===== config.mk =====
export PLATFORM = sky130hd
export DESIGN_NAME = wb_lsu
export DESIGN_NICKNAME = d
export VERILOG_FILES = /design/src/rtl/wb_lsu.sv
export SDC_FILE = /design/constraint.sdc
export NUM_CORES = 1
export LEC_CHECK = 0
export BUFFER_PORTS_ARGS = -buffer_cell sky130_fd_sc_hd__buf_4
export CAP_MARGIN = 30
export CORE_MARGIN = 5
export CORE_UTILIZATION = 48
export CTS_BUF_LIST = sky130_fd_sc_hd__clkbuf_2
export CTS_CLUSTER_DIAMETER = 100
export CTS_CLUSTER_SIZE = 28
export DETAILED_ROUTE_END_ITERATION = 6
export GPL_ROUTABILITY_DRIVEN = 0
export GPL_TIMING_DRIVEN = 0
export PLACE_DENSITY = 0.76
export REMOVE_ABC_BUFFERS = 1
export SLEW_MARGIN = 10
export SYNTH_ARGS = -nofsm -noshare
export SYNTH_HDL_FRONTEND = slang
export SYNTH_SLANG_ARGS = --single-unit

===== constraint.sdc =====
create_clock -name clk_i -period 2.24 [get_ports clk_i]
set_input_delay 0 -clock clk_i [delete_from_list [all_inputs] [get_ports clk_i]]
set_output_delay 0 -clock clk_i [all_outputs]
set_load 0.05 [all_outputs]

===== src/rtl/wb_lsu.sv =====
// wb_lsu: Wishbone-style bus master shared by instruction fetch and data load/store.
// Replicates store data across byte lanes, extracts and extends load data, with an optional ack timeout.
module wb_lsu #(
    parameter int DW      = 64,
    parameter int AW      = 64,
    parameter int TIMEOUT = 0
) (
    input  logic                    clk_i,
    input  logic                    reset_i,
    input  logic                    req_i,
    input  logic                    wr_i,
    input  logic [1:0]              size_i,
    input  logic                    signed_i,
    input  logic [AW-1:0]           addr_i,
    input  logic [DW-1:0]           wdata_i,
    input  logic                    fetch_i,
    input  logic [AW-1:0]           faddr_i,
    output logic                    busy_o,
    output logic                    done_o,
    output logic                    fetch_done_o,
    output logic [DW-1:0]           rdata_o,
    output logic                    err_o,
    output logic [AW-$clog2(DW/8)-1:0] adr_o,
    output logic                    cyc_o,
    output logic                    stb_o,
    output logic [DW/8-1:0]         sel_o,
    output logic                    we_o,
    output logic                    vpa_o,
    output logic [DW-1:0]           dat_o,
    input  logic                    ack_i,
    input  logic [DW-1:0]           dat_i
);
    localparam int SW = DW / 8;
    localparam int LB = $clog2(SW);
    localparam int CW = (TIMEOUT > 1) ? $clog2(TIMEOUT) : 1;

    localparam logic [1:0] S_IDLE  = 2'd0;
    localparam logic [1:0] S_DATA  = 2'd1;
    localparam logic [1:0] S_FETCH = 2'd2;

    logic [1:0]       r_state;
    logic             r_pend;
    logic [AW-LB-1:0] r_fadr;
    logic [CW-1:0]    r_cnt;
    logic [LB-1:0]    r_off;
    logic [1:0]       r_size;
    logic             r_sgn;

    logic [4:0]       w_nbytes;
    logic [LB-1:0]    w_off;
    logic             w_bad;
    logic [SW-1:0]    w_sel;
    logic [DW-1:0]    w_wdat;
    logic [DW-1:0]    w_shift;
    logic             w_sign;
    logic [DW-1:0]    w_load;
    logic [AW-LB-1:0] w_fadr;
    logic             w_tmo;
    logic             w_unused;

    assign w_nbytes = 5'd1 << size_i;
    assign w_off    = addr_i[LB-1:0];
    // When N equals the bus width the truncated mask becomes all ones, which is still the right alignment test.
    assign w_bad    = (w_nbytes > 5'(SW)) || ((w_off & LB'(w_nbytes - 5'd1)) != '0);
    assign w_sel    = ((SW'(1) << w_nbytes) - SW'(1)) << w_off;

    always_comb begin
        w_wdat = '0;
        for (int b = 0; b < SW; b++)
            w_wdat[8*b +: 8] = wdata_i[8*(b & (int'(w_nbytes) - 1)) +: 8];
    end

    assign w_shift = dat_i >> {r_off, 3'b000};
    assign w_sign  = r_sgn & w_shift[(8 << r_size) - 1];

    always_comb begin
        w_load = '0;
        for (int b = 0; b < SW; b++)
            w_load[8*b +: 8] = (b < (1 << r_size)) ? w_shift[8*b +: 8] : {8{w_sign}};
    end

    assign w_fadr   = r_pend ? r_fadr : faddr_i[AW-1:LB];
    assign w_tmo    = (TIMEOUT != 0) && (r_cnt == CW'(TIMEOUT - 1));
    assign w_unused = ^faddr_i[LB-1:0];

    assign busy_o = (r_state != S_IDLE) || r_pend;
    assign stb_o  = cyc_o;

    always_ff @(posedge clk_i or negedge reset_i) begin
        if (!reset_i) begin
            r_state      <= S_IDLE;
            r_pend       <= 1'b0;
            r_fadr       <= '0;
            r_cnt        <= '0;
            r_off        <= '0;
            r_size       <= '0;
            r_sgn        <= 1'b0;
            done_o       <= 1'b0;
            fetch_done_o <= 1'b0;
            rdata_o      <= '0;
            err_o        <= 1'b0;
            adr_o        <= '0;
            cyc_o        <= 1'b0;
            sel_o        <= '0;
            we_o         <= 1'b0;
            vpa_o        <= 1'b0;
            dat_o        <= '0;
        end else begin
            done_o       <= 1'b0;
            fetch_done_o <= 1'b0;
            err_o        <= 1'b0;
            case (r_state)
                S_IDLE: begin
                    r_cnt <= '0;
                    // A deferred fetch goes out before any new data request.
                    if (r_pend || (fetch_i && !req_i)) begin
                        r_pend  <= 1'b0;
                        r_state <= S_FETCH;
                        cyc_o   <= 1'b1;
                        sel_o   <= '1;
                        adr_o   <= w_fadr;
                        we_o    <= 1'b0;
                        vpa_o   <= 1'b1;
                    end else if (req_i) begin
                        if (fetch_i) begin
                            r_pend <= 1'b1;
                            r_fadr <= faddr_i[AW-1:LB];
                        end
                        if (w_bad) begin
                            done_o <= 1'b1;
                            err_o  <= 1'b1;
                        end else begin
                            r_state <= S_DATA;
                            r_off   <= w_off;
                            r_size  <= size_i;
                            r_sgn   <= signed_i;
                            cyc_o   <= 1'b1;
                            sel_o   <= w_sel;
                            adr_o   <= addr_i[AW-1:LB];
                            we_o    <= wr_i;
                            vpa_o   <= 1'b0;
                            dat_o   <= w_wdat;
                        end
                    end
                end
                S_DATA, S_FETCH: begin
                    if (ack_i) begin
                        r_state <= S_IDLE;
                        cyc_o   <= 1'b0;
                        we_o    <= 1'b0;
                        vpa_o   <= 1'b0;
                        done_o  <= 1'b1;
                        if (r_state == S_FETCH) begin
                            rdata_o      <= dat_i;
                            fetch_done_o <= 1'b1;
                        end else if (!we_o) begin
                            rdata_o <= w_load;
                        end
                    end else if (w_tmo) begin
                        r_state      <= S_IDLE;
                        cyc_o        <= 1'b0;
                        we_o         <= 1'b0;
                        vpa_o        <= 1'b0;
                        done_o       <= 1'b1;
                        err_o        <= 1'b1;
                        fetch_done_o <= (r_state == S_FETCH);
                    end else begin
                        r_cnt <= r_cnt + CW'(1);
                    end
                end
                default: r_state <= S_IDLE;
            endcase
        end
    end
endmodule


==> results.yml, run 1 <==
synthesis:
  synth-compound-area-share: 0.160
  yosysUniqueCellTypes: 52
  syn_area_per_cell_um2: 9.63
  synth_edf_count: 0
  synth_top_family_by_area: "multiplexers"
  synth_xor_area_frac: 0
  ys_seq_elements: 273
  async_flop_share: 1.00
  netlist_instances: 1531
  yosysTopAreaCellShare: 0.463
  ys_seq_area_frac: 0.463
  synth_top_cell_by_area: "dfrtp_1"
  synthSimpleGateAreaFrac: 0.126
  yosys-top-cells-area: "dfrtp_1, mux2i_1, mux2_2, o21ai_0, nand2_1"
  yosysWarnings: 0
  ys.flop_type: "dfrtp_1"
  synthMuxAreaShare: 0.208
  synth_area_um2: 14700
  synthAdderAreaFrac: 0.00424
clock_network:
  cts_buffers: 14
  cts-resized-gates: 41
  cts_buffer_depth: 3
  clock-sinks: 273
  root_buffer: "clkbuf_2"
  h-tree-depth: 1
  holdBufCountCts: 476
  postCtsSetupBuffers: 44
run_status:
  lastStage: "clock tree synthesis"
  status: "did not finish"
  error: "[ERROR RSZ-0060] Max buffer count reached."
floorplanning:
  die_x_um: 185
  boundaryPins: 470
  die_h_um: 185
  start_util: 0.485
  rows: 64
placed_design:
  numPortBuffers: 466
  pre_cts_slack_ps: -1130
  place_hpwl_um: 36000
logic make-up after synthesis:
kind of cell	Yosys count
compound gates	414
flops	273
fa+ha+maj	5
buf+inv	134
simple gates	424
mux	281
synth_stat cells (5+ instances only):
| master | number |
|---|---|
| or3_1 | 41 |
| mux2i_1 | 153 |
| nand2b_1 | 8 |
| nor2_1 | 147 |
| a31oi_1 | 6 |
| mux2_2 | 120 |
| dfrtp_1 | 273 |
| nand2_1 | 184 |
| inv_1 | 10 |
| a22oi_1 | 8 |
| o221a_2 | 8 |
| mux4_2 | 8 |
| a311oi_1 | 7 |
| buf_1 | 12 |
| clkbuf_1 | 83 |
| a211oi_1 | 15 |
| a21o_1 | 6 |
| nor3_1 | 19 |
| o21ai_0 | 191 |
| nand3_1 | 7 |
| o221ai_1 | 22 |
| ha_1 | 5 |
| buf_4 | 8 |
| a21oi_1 | 136 |
| buf_2 | 17 |
metrics by stage:
stage                     cell area (um2)  cells  utilization  hold slack, ps
after floorplan                     14200   1409            -            -296
after detailed placement            18900   2296        0.620           -29.5
after global placement              18200   2271        0.599             236
==> run 2, diff against run 1 <==
Settings changed: CORE_UTILIZATION 48 to 40, CTS_BUF_LIST sky130_fd_sc_hd__clkbuf_2 to not set, CTS_CLUSTER_DIAMETER 100 to not set, CTS_CLUSTER_SIZE 28 to not set, PLACE_DENSITY 0.76 to not set, PLACE_DENSITY_LB_ADDON set to 0.15.
Clock period 2.24 ns to 2.9 ns, I/O delays scaled along.
==> run 2 against run 1 <==
The run now ends clean. Synthesized area stayed put. Synthesized cell count stayed put.
==> results.yml, run 2 <==
worst_setup_path:
  r2r_cells: 8
  cp-end-kind: "flip-flop"
  critPathMaxFanout: 70
  crit_path_cell_trace: "buf_16 -> mux4_2 -> o2bb2ai_1 -> nand4b_2 -> nand4_4 -> nor4_4 -> buf_4 -> nor3_1"
  critical-path-slowest-cell: "dfrtp_4"
  regToRegEndpoint: "rdata_o[22]"
  reg2reg_setup_slack_ps: 120
  crit_type: "reg -> reg"
  timing.critical_path.from_type: "flip-flop"
  required_ps: 3310
  worstPathArrival_ps: 3190
  slowest_delay_ps: 560
  reg2reg_from: "r_off[0]"
  cp-endpoint: "rdata_o[22]"
  crit_start: "r_off[0]"
timing:
  max_clock_freq_mhz: 360
  setup_viol: 0
  rsz0062_at_grt: "false"
  slew_violations: 0
  hold_viol: 0
  whs_ps: 19.8
  fin_skew_ps: 25.0
  worst_slew_pin_slew_ps: 823
  slew_headroom: 0.451
  min_period_over_period: 0.959
  min_period_ps: 2780
  finalSetupTns_ps: 0
synthesis:
  yosysUniqueCellTypes: 52
  yosys-top-cells-area: "dfrtp_1, mux2i_1, mux2_2, o21ai_0, nand2_1"
  yosysTopAreaCellShare: 0.463
  netlist_instances: 1531
  yosysWarnings: 0
  async_flop_share: 1.00
  synth_edf_count: 0
  yosysMostFrequentCell: "dfrtp_1"
  synth_commonest_cells: "dfrtp_1, o21ai_0, nand2_1, mux2i_1, nor2_1"
  synth_top_cell_by_area: "dfrtp_1"
  syn_area_per_cell_um2: 9.63
  ys_seq_elements: 273
  ys_seq_area_frac: 0.463
  synth_area_um2: 14700
  ys.flop_type: "dfrtp_1"
layout:
  final_common_cell: "buf_4"
  num-nets-final: 2488
  largestRegisters: "dat_o: 64 flops, rdata_o: 64 flops"
  final_cell_mix: "buf_4, dlygate4sd3_1, dfrtp_1, o21ai_0, nand2_1"
  drive_above_1_share: 0.317
  register_area_um2: 6840
  multi_input_area_um2: 7460
  fillers: 2950
  syn_to_final_growth_pct: 55.6
min_path:
  hp-class: "in -> async"
placed_design:
  place_hpwl_um: 35600
  numPortBuffers: 466
global_route:
  grt-ovfl-total: 0
  grt_max_degree: 100
  grt_pass1_wl_um: 85200
  antenna_found_initial: 5
  grt_pass1_vias: 15026
  gr-usage-all-layers: 0.258
route:
  met2WireLength_um: 26400
  wl_met3_um: 4250
  vias: 14629
  wl_um: 54800
  wl_met1_um: 21800
  drtPass1Iterations: 5
  topRoutingLayerUsed: "met5"
  drc: 0
  drtIter0Drc: 919
  ant_nets: 0
  via_per_inst: 5.39
  wl_per_cell_um: 20.2
floorplanning:
  boundaryPins: 470
  start_util: 0.404
  dieArea_um2: 40800
  coreArea_um2: 36500
  die_h_um: 202
  die_x_um: 202
  rows: 70
clock_network:
  cts_buffer_depth: 3
  worstSkewPairLatency_ps: 550
  clock-sinks: 273
  cts_tree: "built"
  root_buffer: "clkbuf_16"
  h-tree-depth: 2
  cts_buffers: 35
  clkTransAtPathRegs_ps: 60
power_and_ir_drop:
  p_leak_nw: 10.4
  max-vdd-ir-drop_v: 0.000753
  power.density_nw_per_um2: 1190
run_status:
  status: "finished, final reports clean"
flow_run:
  cap_violations: 0
run 2: cell counts after synthesis:
No cell type changed its count.
run 2: per-stage QoR:
step	cell area, um2	std cells	utilization	total power, W	worst slack, ps
after floorplan	14200	1409	-	0.0168	-4450
after global routing	22900	2712	0.628	0.0288	14.4
after CTS	22900	2707	0.626	0.0273	39.0
final	22900	2712	0.628	0.0273	120
after global placement	18300	2343	0.501	0.0215	-8480
after detailed placement	18900	2367	0.518	0.0225	-638
run 2: layout make-up:
cell class | count | area share
multi-input combinational | 1124 | 0.325
timing repair buffer | 772 | 0.301
inverter | 12 | 0.00218
sequential | 273 | 0.298
clock buffer | 50 | 0.0428
clock inverter | 9 | 0.00486
antenna | 4 | 0.000436
tap | 468 | 0.0255
run 2: cells by family (layout without fill, tap and decap cells):
group	after synthesis	after routing	share of synthesized area
muxes	281	281	0.208
AOI/OAI and AO/OA	414	414	0.160
other	0	4	0
adders and majority gates	5	5	0.00424
buffers and inverters	134	843	0.0386
and+or+nand+nor	424	424	0.126
DFF	273	273	0.463
run 2: per-layer routing:
| metal | track usage | up-vias |
|---|---|---|
| met3 | 0.0619 | 135 |
| met1 | 0.323 | 7038 |
| met4 | 0.107 | 2 |
| met5 | 0 | - |
| met2 | 0.428 | 609 |
| li1 | - | 6845 |
run 2: power by group:
| group | total [W] | switching, W | internal [W] | leakage (nW) |
|---|---|---|---|---|
| Clock | 0.00424 | 0.00177 | 0.00247 | 0.537 |
| Sequential | 0.00700 | 0.00127 | 0.00573 | 3.30 |
| Combinational | 0.0161 | 0.0104 | 0.00569 | 6.55 |
run 2: worst max-delay path: cells and delay by family, from the launching register on:
kind,cells,cell delay (ps)
mux,1,560
compound gates,1,180
simple gates,4,800
buf+inv,2,540
flops,1,560
run 2: worst min-delay path by stage:
stage          cells after the start          to     start  slack [ps]
2_1_floorplan                      0    adr_o[0]   reset_i        -300
3_3_place_gp                       2       r_sgn  signed_i         240
3_5_place_dp                       1   r_fadr[9]   reset_i          30
4_1_cts                            4  r_state[0]   fetch_i          20
5_1_grt                            4   adr_o[43]   fetch_i          70
6_report                           2   r_fadr[9]   reset_i          20
run 2: what timing repair did:
item | in CTS | in global routing
endpoints found under the hold margin | 347 | 0
pin swaps | 4 | 4
resized for setup | 9 | 9
hold buffers | 275 | 0
buffers inserted | 6 | 1
setup endpoints to repair | 62 | 33
Power figures use the tool's default switching activity.
